<file path="config.mk">
export PLATFORM = sky130hd
export DESIGN_NAME = freq_synth_controller
export DESIGN_NICKNAME = d
export VERILOG_FILES = /design/src/rtl/freq_synth_pkg.sv /design/src/rtl/freq_synth_controller_div.sv /design/src/rtl/freq_synth_controller.sv
export SDC_FILE = /design/constraint.sdc
export NUM_CORES = 1
export LEC_CHECK = 0
export CAP_MARGIN = 20
export CORE_MARGIN = 3
export CORE_UTILIZATION = 51
export DETAILED_ROUTE_END_ITERATION = 10
export HOLD_SLACK_MARGIN = 0.03
export PLACE_DENSITY = 0.75
export SETUP_SLACK_MARGIN = 0.05
export SKIP_LAST_GASP = 1
export SYNTH_ARGS = -nofsm -noshare
export SYNTH_HDL_FRONTEND = slang
export SYNTH_SLANG_ARGS = --single-unit
</file>
<file path="constraint.sdc">
create_clock -name clk -period 3.34 [get_ports clk]
set_clock_uncertainty 0.05 [all_clocks]
set_input_delay 0.334 -clock clk [delete_from_list [all_inputs] [get_ports clk]]
set_output_delay 0.334 -clock clk [all_outputs]
set_load 0.01 [all_outputs]
</file>
<file path="src/rtl/freq_synth_pkg.sv">
// Shared types and constants for the programmable square-wave generator.
package freq_synth_pkg;

    localparam int BCD_DIGITS = 6;
    localparam int ACC_W      = 20;
    localparam int DIG_W      = 4;

    typedef enum logic [2:0] {
        ST_IDLE  = 3'd0,
        ST_CONV  = 3'd1,
        ST_CHECK = 3'd2,
        ST_DIV   = 3'd3,
        ST_LOAD  = 3'd4,
        ST_RUN   = 3'd5
    } state_e;

    function automatic logic is_busy_state(input state_e s);
        return (s == ST_CONV) || (s == ST_CHECK) || (s == ST_DIV) || (s == ST_LOAD);
    endfunction

endpackage

</file>
<file path="src/rtl/freq_synth_controller_div.sv">
// Iterative restoring divider: W quotient bits MSB first, the first bit on the start cycle.
module half_period_div #(
    parameter int W = 26
) (
    input  logic         clk,
    input  logic         rst,
    input  logic         start,
    input  logic [W-1:0] dividend,
    input  logic [W-1:0] divisor,
    output logic [W-1:0] quotient,
    output logic         done_tick
);

    localparam int CW = $clog2(W + 1);

    logic [W-1:0]  rem_q, rem_d;
    logic [W-1:0]  quo_q, quo_d;
    logic [W-1:0]  dvs_q, dvs_d;
    logic [CW-1:0] cnt_q, cnt_d;
    logic          done_q, done_d;

    // quo doubles as the dividend shift register; quotient bits enter at the LSB
    function automatic logic [2*W-1:0] div_step(input logic [W-1:0] rem,
                                                input logic [W-1:0] quo,
                                                input logic [W-1:0] dvs);
        logic [W:0] trial;
        logic       q_bit;
        trial = {rem, quo[W-1]};
        if (trial >= {1'b0, dvs}) begin
            trial = trial - {1'b0, dvs};
            q_bit = 1'b1;
        end else begin
            q_bit = 1'b0;
        end
        return {trial[W-1:0], quo[W-2:0], q_bit};
    endfunction

    // Next-state for remainder, quotient shifter and bit counter
    always_comb begin
        rem_d  = rem_q;
        quo_d  = quo_q;
        dvs_d  = dvs_q;
        cnt_d  = cnt_q;
        done_d = 1'b0;
        if (start) begin
            {rem_d, quo_d} = div_step({W{1'b0}}, dividend, divisor);
            dvs_d          = divisor;
            cnt_d          = CW'(W - 1);
        end else if (cnt_q != {CW{1'b0}}) begin
            {rem_d, quo_d} = div_step(rem_q, quo_q, dvs_q);
            cnt_d          = cnt_q - CW'(1);
            done_d         = (cnt_q == CW'(1));
        end else begin
            cnt_d = {CW{1'b0}};
        end
    end

    // Divider state registers
    always_ff @(posedge clk) begin
        if (rst) begin
            rem_q  <= {W{1'b0}};
            quo_q  <= {W{1'b0}};
            dvs_q  <= {W{1'b0}};
            cnt_q  <= {CW{1'b0}};
            done_q <= 1'b0;
        end else begin
            rem_q  <= rem_d;
            quo_q  <= quo_d;
            dvs_q  <= dvs_d;
            cnt_q  <= cnt_d;
            done_q <= done_d;
        end
    end

    assign quotient  = quo_q;
    assign done_tick = done_q;

endmodule

</file>
<file path="src/rtl/freq_synth_controller.sv">
// BCD-programmed square-wave generator: BCD->binary, range check, CLK_HZ/(2*freq) divide,
// then a half-period toggle counter; a retune keeps the old wave alive until the new load.
module freq_synth_controller
    import freq_synth_pkg::*;
#(
    parameter int CLK_HZ = 50_000_000,
    parameter int W      = 26
) (
    input  logic       clk,
    input  logic       rst,
    input  logic       start,
    input  logic       stop,
    input  logic [3:0] dig0,
    input  logic [3:0] dig1,
    input  logic [3:0] dig2,
    input  logic [3:0] dig3,
    input  logic [3:0] dig4,
    input  logic [3:0] dig5,
    output logic       wave_out,
    output logic       busy,
    output logic       running,
    output logic       done_tick,
    output logic       err
);

    localparam int             SR_W      = BCD_DIGITS * DIG_W;
    localparam logic [W-1:0]   NUMERATOR = W'(CLK_HZ);
    localparam logic [31:0]    MAX_FREQ  = 32'(CLK_HZ / 2);
    localparam logic [2:0]     LAST_DIG  = 3'(BCD_DIGITS - 1);

    state_e            state_q, state_d;
    logic [SR_W-1:0]   sr_q, sr_d;
    logic [ACC_W-1:0]  acc_q, acc_d;
    logic [2:0]        conv_cnt_q, conv_cnt_d;
    logic              bad_q, bad_d;
    logic              retune_q, retune_d;
    logic [W-1:0]      half_q, half_d;
    logic [W-1:0]      cnt_q, cnt_d;
    logic              wave_q, wave_d;
    logic              busy_q, busy_d;
    logic              running_q, running_d;
    logic              done_q, done_d;
    logic              err_q, err_d;

    logic              start_acc_s;
    logic              conv_last_s;
    logic              reject_s;
    logic              div_start_s;
    logic              div_done_s;
    logic [W-1:0]      div_quot_s;
    logic [W-1:0]      div_divisor_s;
    logic [DIG_W-1:0]  head_s;

    assign start_acc_s   = start & ~stop & ((state_q == ST_IDLE) | (state_q == ST_RUN));
    assign conv_last_s   = (conv_cnt_q == LAST_DIG);
    assign head_s        = sr_q[SR_W-1 -: DIG_W];
    assign reject_s      = bad_q | (acc_q == {ACC_W{1'b0}}) | (32'(acc_q) > MAX_FREQ);
    assign div_start_s   = (state_q == ST_CHECK) & ~reject_s & ~stop;
    assign div_divisor_s = W'({acc_q, 1'b0});

    half_period_div #(.W(W)) u_div (
        .clk       (clk),
        .rst       (rst),
        .start     (div_start_s),
        .dividend  (NUMERATOR),
        .divisor   (div_divisor_s),
        .quotient  (div_quot_s),
        .done_tick (div_done_s)
    );

    // FSM state register
    always_ff @(posedge clk) begin
        if (rst) begin
            state_q <= ST_IDLE;
        end else begin
            state_q <= state_d;
        end
    end

    // FSM next-state logic; stop overrides everything
    always_comb begin
        state_d = state_q;
        if (stop) begin
            state_d = ST_IDLE;
        end else begin
            case (state_q)
                ST_IDLE:  if (start_acc_s) state_d = ST_CONV;  else state_d = ST_IDLE;
                ST_CONV:  if (conv_last_s) state_d = ST_CHECK; else state_d = ST_CONV;
                ST_CHECK: if (reject_s)    state_d = ST_IDLE;  else state_d = ST_DIV;
                ST_DIV:   if (div_done_s)  state_d = ST_LOAD;  else state_d = ST_DIV;
                ST_LOAD:  state_d = ST_RUN;
                ST_RUN:   if (start_acc_s) state_d = ST_CONV;  else state_d = ST_RUN;
                default:  state_d = ST_IDLE;
            endcase
        end
    end

    // FSM outputs, computed from the upcoming state so the flops line up with it
    always_comb begin
        busy_d    = is_busy_state(state_d);
        running_d = (state_d == ST_RUN) | (retune_d & busy_d);
        done_d    = (state_q == ST_LOAD) & ~stop;
        if (start_acc_s) begin
            err_d = 1'b0;
        end else if ((state_q == ST_CHECK) & reject_s & ~stop) begin
            err_d = 1'b1;
        end else begin
            err_d = err_q;
        end
    end

    // BCD accumulation and retune bookkeeping
    always_comb begin
        sr_d       = sr_q;
        acc_d      = acc_q;
        conv_cnt_d = conv_cnt_q;
        bad_d      = bad_q;
        if (start_acc_s) begin
            sr_d       = {dig5, dig4, dig3, dig2, dig1, dig0};
            acc_d      = {ACC_W{1'b0}};
            conv_cnt_d = 3'd0;
            bad_d      = 1'b0;
        end else if (state_q == ST_CONV) begin
            acc_d      = acc_q * ACC_W'(10) + ACC_W'(head_s);
            bad_d      = bad_q | (head_s > 4'd9);
            sr_d       = {sr_q[SR_W-DIG_W-1:0], {DIG_W{1'b0}}};
            conv_cnt_d = conv_cnt_q + 3'd1;
        end else begin
            acc_d = acc_q;
        end

        if (stop) begin
            retune_d = 1'b0;
        end else if (start_acc_s) begin
            retune_d = (state_q == ST_RUN);
        end else if ((state_q == ST_LOAD) | ((state_q == ST_CHECK) & reject_s)) begin
            retune_d = 1'b0;
        end else begin
            retune_d = retune_q;
        end
    end

    // Half-period toggle counter; the old wave keeps going through a retune
    always_comb begin
        half_d = half_q;
        cnt_d  = cnt_q;
        wave_d = wave_q;
        if (stop) begin
            wave_d = 1'b0;
            cnt_d  = {W{1'b0}};
        end else if (state_q == ST_LOAD) begin
            half_d = div_quot_s;
            cnt_d  = {W{1'b0}};
            wave_d = 1'b1;
        end else if ((state_q == ST_CHECK) & reject_s) begin
            wave_d = 1'b0;
            cnt_d  = {W{1'b0}};
        end else if ((state_q == ST_RUN) | retune_q) begin
            if (cnt_q == half_q - W'(1)) begin
                wave_d = ~wave_q;
                cnt_d  = {W{1'b0}};
            end else begin
                cnt_d = cnt_q + W'(1);
            end
        end else begin
            wave_d = wave_q;
        end
    end

    // Datapath and output registers
    always_ff @(posedge clk) begin
        if (rst) begin
            sr_q       <= {SR_W{1'b0}};
            acc_q      <= {ACC_W{1'b0}};
            conv_cnt_q <= 3'd0;
            bad_q      <= 1'b0;
            retune_q   <= 1'b0;
            half_q     <= {W{1'b0}};
            cnt_q      <= {W{1'b0}};
            wave_q     <= 1'b0;
            busy_q     <= 1'b0;
            running_q  <= 1'b0;
            done_q     <= 1'b0;
            err_q      <= 1'b0;
        end else begin
            sr_q       <= sr_d;
            acc_q      <= acc_d;
            conv_cnt_q <= conv_cnt_d;
            bad_q      <= bad_d;
            retune_q   <= retune_d;
            half_q     <= half_d;
            cnt_q      <= cnt_d;
            wave_q     <= wave_d;
            busy_q     <= busy_d;
            running_q  <= running_d;
            done_q     <= done_d;
            err_q      <= err_d;
        end
    end

    assign wave_out  = wave_q;
    assign busy      = busy_q;
    assign running   = running_q;
    assign done_tick = done_q;
    assign err       = err_q;

endmodule

</file>
### After elaboration in Yosys (flattened, before gate mapping)

Cells that the tools add are included.

* $add $sub $neg: 7
* bitwise operators: 18
* muxes and demuxes: 27
* equal/unequal tests: 13
* reduce and logical (&&, ||, !) cells: 17
* multiply operators: 1
* $lt $le $gt $ge: 3

Operators by type and width (count)
* $mux W26: 5
* $mux W25: 2
* $mux W24: 2
* $ge A27 B21 Y1: 1
* $add A26 B1 Y26 const B: 1
* $eq A26 B26 Y1: 1
* $sub A26 B1 Y26 const B: 1
* $sub A26 B21 Y26: 1
* $sub A1 B21 Y22 const A: 1
* $ge A1 B21 Y1 const A: 1
* $add A20 B4 Y20: 1
* $logic_not A20 Y1: 1
* $mul A20 B3 Y19 const B: 1
* $pmux W3 S6: 1
* $eq A3 B3 Y1 const B: 5
* $eq A3 B2 Y1 const B: 4
* $mux W1: 10
* $mux W5: 2
* $mux W3: 3
* $and A1 B1 Y1: 8
* $eq A3 B1 Y1 const B: 2
* $or A1 B1 Y1: 6
* $reduce_bool A3 Y1: 2
* $reduce_or A2 Y1: 3
* other kinds (13): 21

* register bits: 187
* output and inout bits: 5
* word-level logic and storage cells: 106
* bits of input ports: 28

### Longest topological paths before layout

* depth after elaboration: 12
* mapped depth: 13
* gate-level depth less buffers: 13

### Hierarchy

Synthesis repeated with hierarchy kept, for this count alone.

* cells, all modules: 1484
* area total of the unflattened synthesis: 11549.8 um^2

Modules (own cells, without submodules)
* freq_synth_controller: sequential area each 2182.1 um^2, cells an instance 819, area each 6456.2 um^2, times used 1
* half_period_div: sequential area each 1681.6 um^2, cells an instance 665, area each 5093.6 um^2, times used 1

### Least setup slack after synthesis

No wires, ideal clock.

* path type: reg-to-reg
* from: register acc_q[1]
* to: register acc_q[19]
* setup time: 0.086 ns
* data required time: 3.204 ns
* arrival time: 3.038 ns
* buffers on the path: 0
* cell stages (with the launch flop): 14
* setup slack: 0.166 ns
* cells stage by stage: dfxtp_1 > ha_1 > ha_1 > inv_1 > fa_1 > nand2b_1 > a21oi_1 > o21a_1 > xnor2_1 > nor3_1 > nand3_1 > nor4b_1 > xnor2_1 > a211oi_1

* word-level cells in the longest chain between the ends: 2

Ends and longest elaborated chain
* start: declaration: RTL line freq_synth_controller.sv:33 `logic [ACC_W-1:0] acc_q, acc_d;`
* start signal: assignment: RTL line freq_synth_controller.sv:174 `acc_q <= {ACC_W{1'b0}};`
* $mul A20 B3 Y19: RTL line freq_synth_controller.sv:124 `acc_d = acc_q * ACC_W'(10) + ACC_W'(head_s);`
* $add A20 B4 Y20: RTL line freq_synth_controller.sv:124

Every way passes these cells.
A chain may end at the register's enable or synchronous reset.

### Worst setup path in the final report

* from: register acc_q[5]
* to: register acc_q[19]

The elaborated chain is that of the path after synthesis.

==> metrics <==
status=finished clean; Worst-Margin Slew=0.9998 ns; fmax=316.3 MHz; number of setup violations in the final report=0; largest net degree at the start of global routing=78; # H-tree levels=4; Ant. Diodes=0; CP startpoint=acc_q[5]$_SDFFE_PP0N_; Final WS setup=0.1786 ns; vias post-DR=9770; hpwl dp=17960 µm; Hold Fails Final Rpt=0; Routed WL=25330 µm; crit start category=register; syn avg cell area=7.724 µm²; RR Startpoint=acc_q[5]$_SDFFE_PP0N_; Final min period=3.161 ns; share of cells above drive strength 1=8.726%; Hold/Removal Path Class=in2reg; Synth Cell Area=0.01087 mm²; clock root cell=clkbuf_16; Max-slew headroom=33.14%; worst vdd ir=0.0005150 V; Slew Limit Fails=0; # rows=52; Yosys cell types=70; final period utilization=94.65%; GRT Util Overall=21.05%; post-route insts no fill=1714; Inst Count DP=1676; async set-reset flop share out of synthesis=0%; Iteration-0 DRC Markers=614; DRC viols=0; Design Area, Final=0.01234 mm²; pre-CTS WS=0.01702 ns; GP Congestion=0.8943; Die H=152.0 µm; Clock transition at path regs=0.08 ns; critical hold path startpoint=dig0[1]; die area=0.02310 mm²; critical path capture point type=register; Ys Warns=0; Routed Antenna Nets=0; Syn-to-layout area delta=13.53%; critical path arrival=3.47 ns; Hold-fix buffers, CTS=0; Setup TNS=0 ns; Tot Pwr=7.500 mW; RSZ-0062 raised after global routing=yes; Final Net Count=1524; CTS Buf Count=17; main flop type after synthesis=dfxtp_1; EDFF count, synth=0; IO Port Bufs=32; grt ovf=0; CTS tree=built; # clock sinks=187; placed cell areas=0.01158 mm²; Power per Cell Area=607.8 mW/mm²; Post-Syn Instances=1407; #FFs+latches synth=187; first-pass GRT wire length=42260 µm; IO Count=33; Routed WL per cell=14.78 µm; drt pass-1 iters=5; Leakage=4.687 nW; vias in the first global route=9007; commonest non-fill, non-tap cell in the layout=nand2_1; initial antenna violation count=0; Core Area=0.02056 mm²; Max Cap Viol=0; clk_lat worst skew=0.45 ns; CTS max path bufs=2; Req. time, crit path=3.65 ns; Die X=152.0 µm; Vias/cell=5.700; most frequent cells in the layout=nand2_1, dfxtp_1, nor2_1; Crit Path Category=reg2reg; crit path max fanout=5; initial core utilization=52.86%; syn_nets=1500; sequential area share after synthesis=34.45%
==> through the flow <==
step	util (%)	hold slack (ns)
2_1_floorplan	-	0.3601
3_3_place_gp	56.33	0.3940
3_5_place_dp	56.33	0.3971
4_1_cts	59.35	0.3826
5_1_grt	60.01	0.3982
6_report	60.01	0.3832
==> synthesized netlist by cell type (all sizes together) (4+ instances only) <==
| cell type | instances | area [µm²] |
|---|---|---|
| or2 | 5 | 31.28 |
| xor2 | 43 | 376.6 |
| a21oi | 129 | 649.4 |
| a31oi | 20 | 125.1 |
| nor3 | 38 | 195.2 |
| o21bai | 5 | 37.54 |
| nor3b | 5 | 37.54 |
| mux2i | 4 | 40.04 |
| nor2 | 149 | 566.8 |
| inv | 52 | 195.2 |
| o311a | 4 | 40.04 |
| a21o | 13 | 97.59 |
| o31ai | 5 | 42.54 |
| clkbuf | 63 | 236.5 |
| ha | 62 | 775.7 |
| nand3 | 31 | 155.2 |
| xnor2 | 62 | 543.0 |
| a311oi | 19 | 166.4 |
| or3 | 7 | 43.79 |
| buf | 15 | 91.34 |
| a211oi | 29 | 217.7 |
| o211ai | 13 | 102.6 |
| o21ai | 40 | 200.2 |
| or4 | 8 | 63.81 |
| nand2b | 17 | 106.4 |
| dfxtp | 187 | 3744 |
| and3 | 14 | 87.58 |
| nand2 | 257 | 964.7 |
| nor4 | 21 | 180.2 |
| o21a | 7 | 52.55 |
| a2111oi | 6 | 52.55 |
| nor2b | 6 | 37.54 |
| and4 | 5 | 43.79 |
| nand4 | 15 | 93.84 |
==> path summary, 6_finish.rpt <==
kind,slack (ns),end,cells after the start
hold / removal,0.38,sr_q[1]$_SDFFE_PP0P_,3
hold reg to reg,0.41,u_div.dvs_q[17]$_SDFFE_PP0P_,2
setup / recovery,0.18,acc_q[19]$_SDFFE_PP0N_,11
setup reg to reg,0.18,acc_q[19]$_SDFFE_PP0N_,11
==> power by group <==
| part | leakage, nW | total (mW) | internal, mW | switching, mW |
|---|---|---|---|---|
| registers | 1.52 | 2.57 | 2.42 | 0.148 |
| clock network | 0.291 | 2.04 | 1.03 | 1.01 |
| logic | 2.87 | 2.89 | 1.18 | 1.71 |
| total | 4.69 | 7.50 | 4.63 | 2.87 |
==> state kept, by name, summed over array words and instances, names as in the netlist, 3 cells and up <==
name,count
acc_q,20
cnt_q,26
conv_cnt_q,3
half_q,26
sr_q,24
state_q,3
u_div.cnt_q,5
u_div.dvs_q,20
u_div.quotient,26
u_div.rem_q,26
==> critical path: stages, from the launching register on <==
cell and delay, ns:
dfxtp_1 0.42, ha_1 0.27, ha_1 0.31, or4_1 0.50
o21ai_0 0.17, nor3_2 0.12, o21ai_1 0.22, o311a_1 0.26
nand3_1 0.13, nor4b_2 0.31, xnor2_1 0.11, a211oi_1 0.22
==> cell type report <==
| class | count | area (µm²) |
|---|---|---|
| repair buffers | 83 | 725.7 |
| fillers | 1877 | 8222 |
| clock inverters | 14 | 166.4 |
| well taps | 270 | 337.8 |
| multi-input cells | 1090 | 6723 |
| clock buffers | 18 | 439.2 |
| flip-flops and latches | 187 | 3751 |
| inverters | 52 | 195.2 |
==> metal layers <==
metal | GRT usage [%] | vias to the layer above | share of wire (%)
li1 | - | 4972 | -
met1 | 28.94 | 4554 | 47
met2 | 34.63 | 215 | 48
met3 | 3.129 | 29 | 4.1
met4 | 5.865 | 0 | 1.5
met5 | 0 | - | 0
==> cell families after synthesis <==
group           synth area share, %
buf+inv                       4.812
compound gates                18.96
fa+ha+maj                     7.691
flops                         34.45
simple gates                  24.95
xor+xnor                      8.462
mux                          0.6792
==> repair_timing <==
item / 4_1_cts / 5_1_grt
setup buffers: 0 / 6
pin swaps: 0 / 8
gates resized for setup: 4 / 26
endpoints found under the setup margin: 2 / 34
gates cloned: 0 / 0
(Power assumes the default switching activity.)
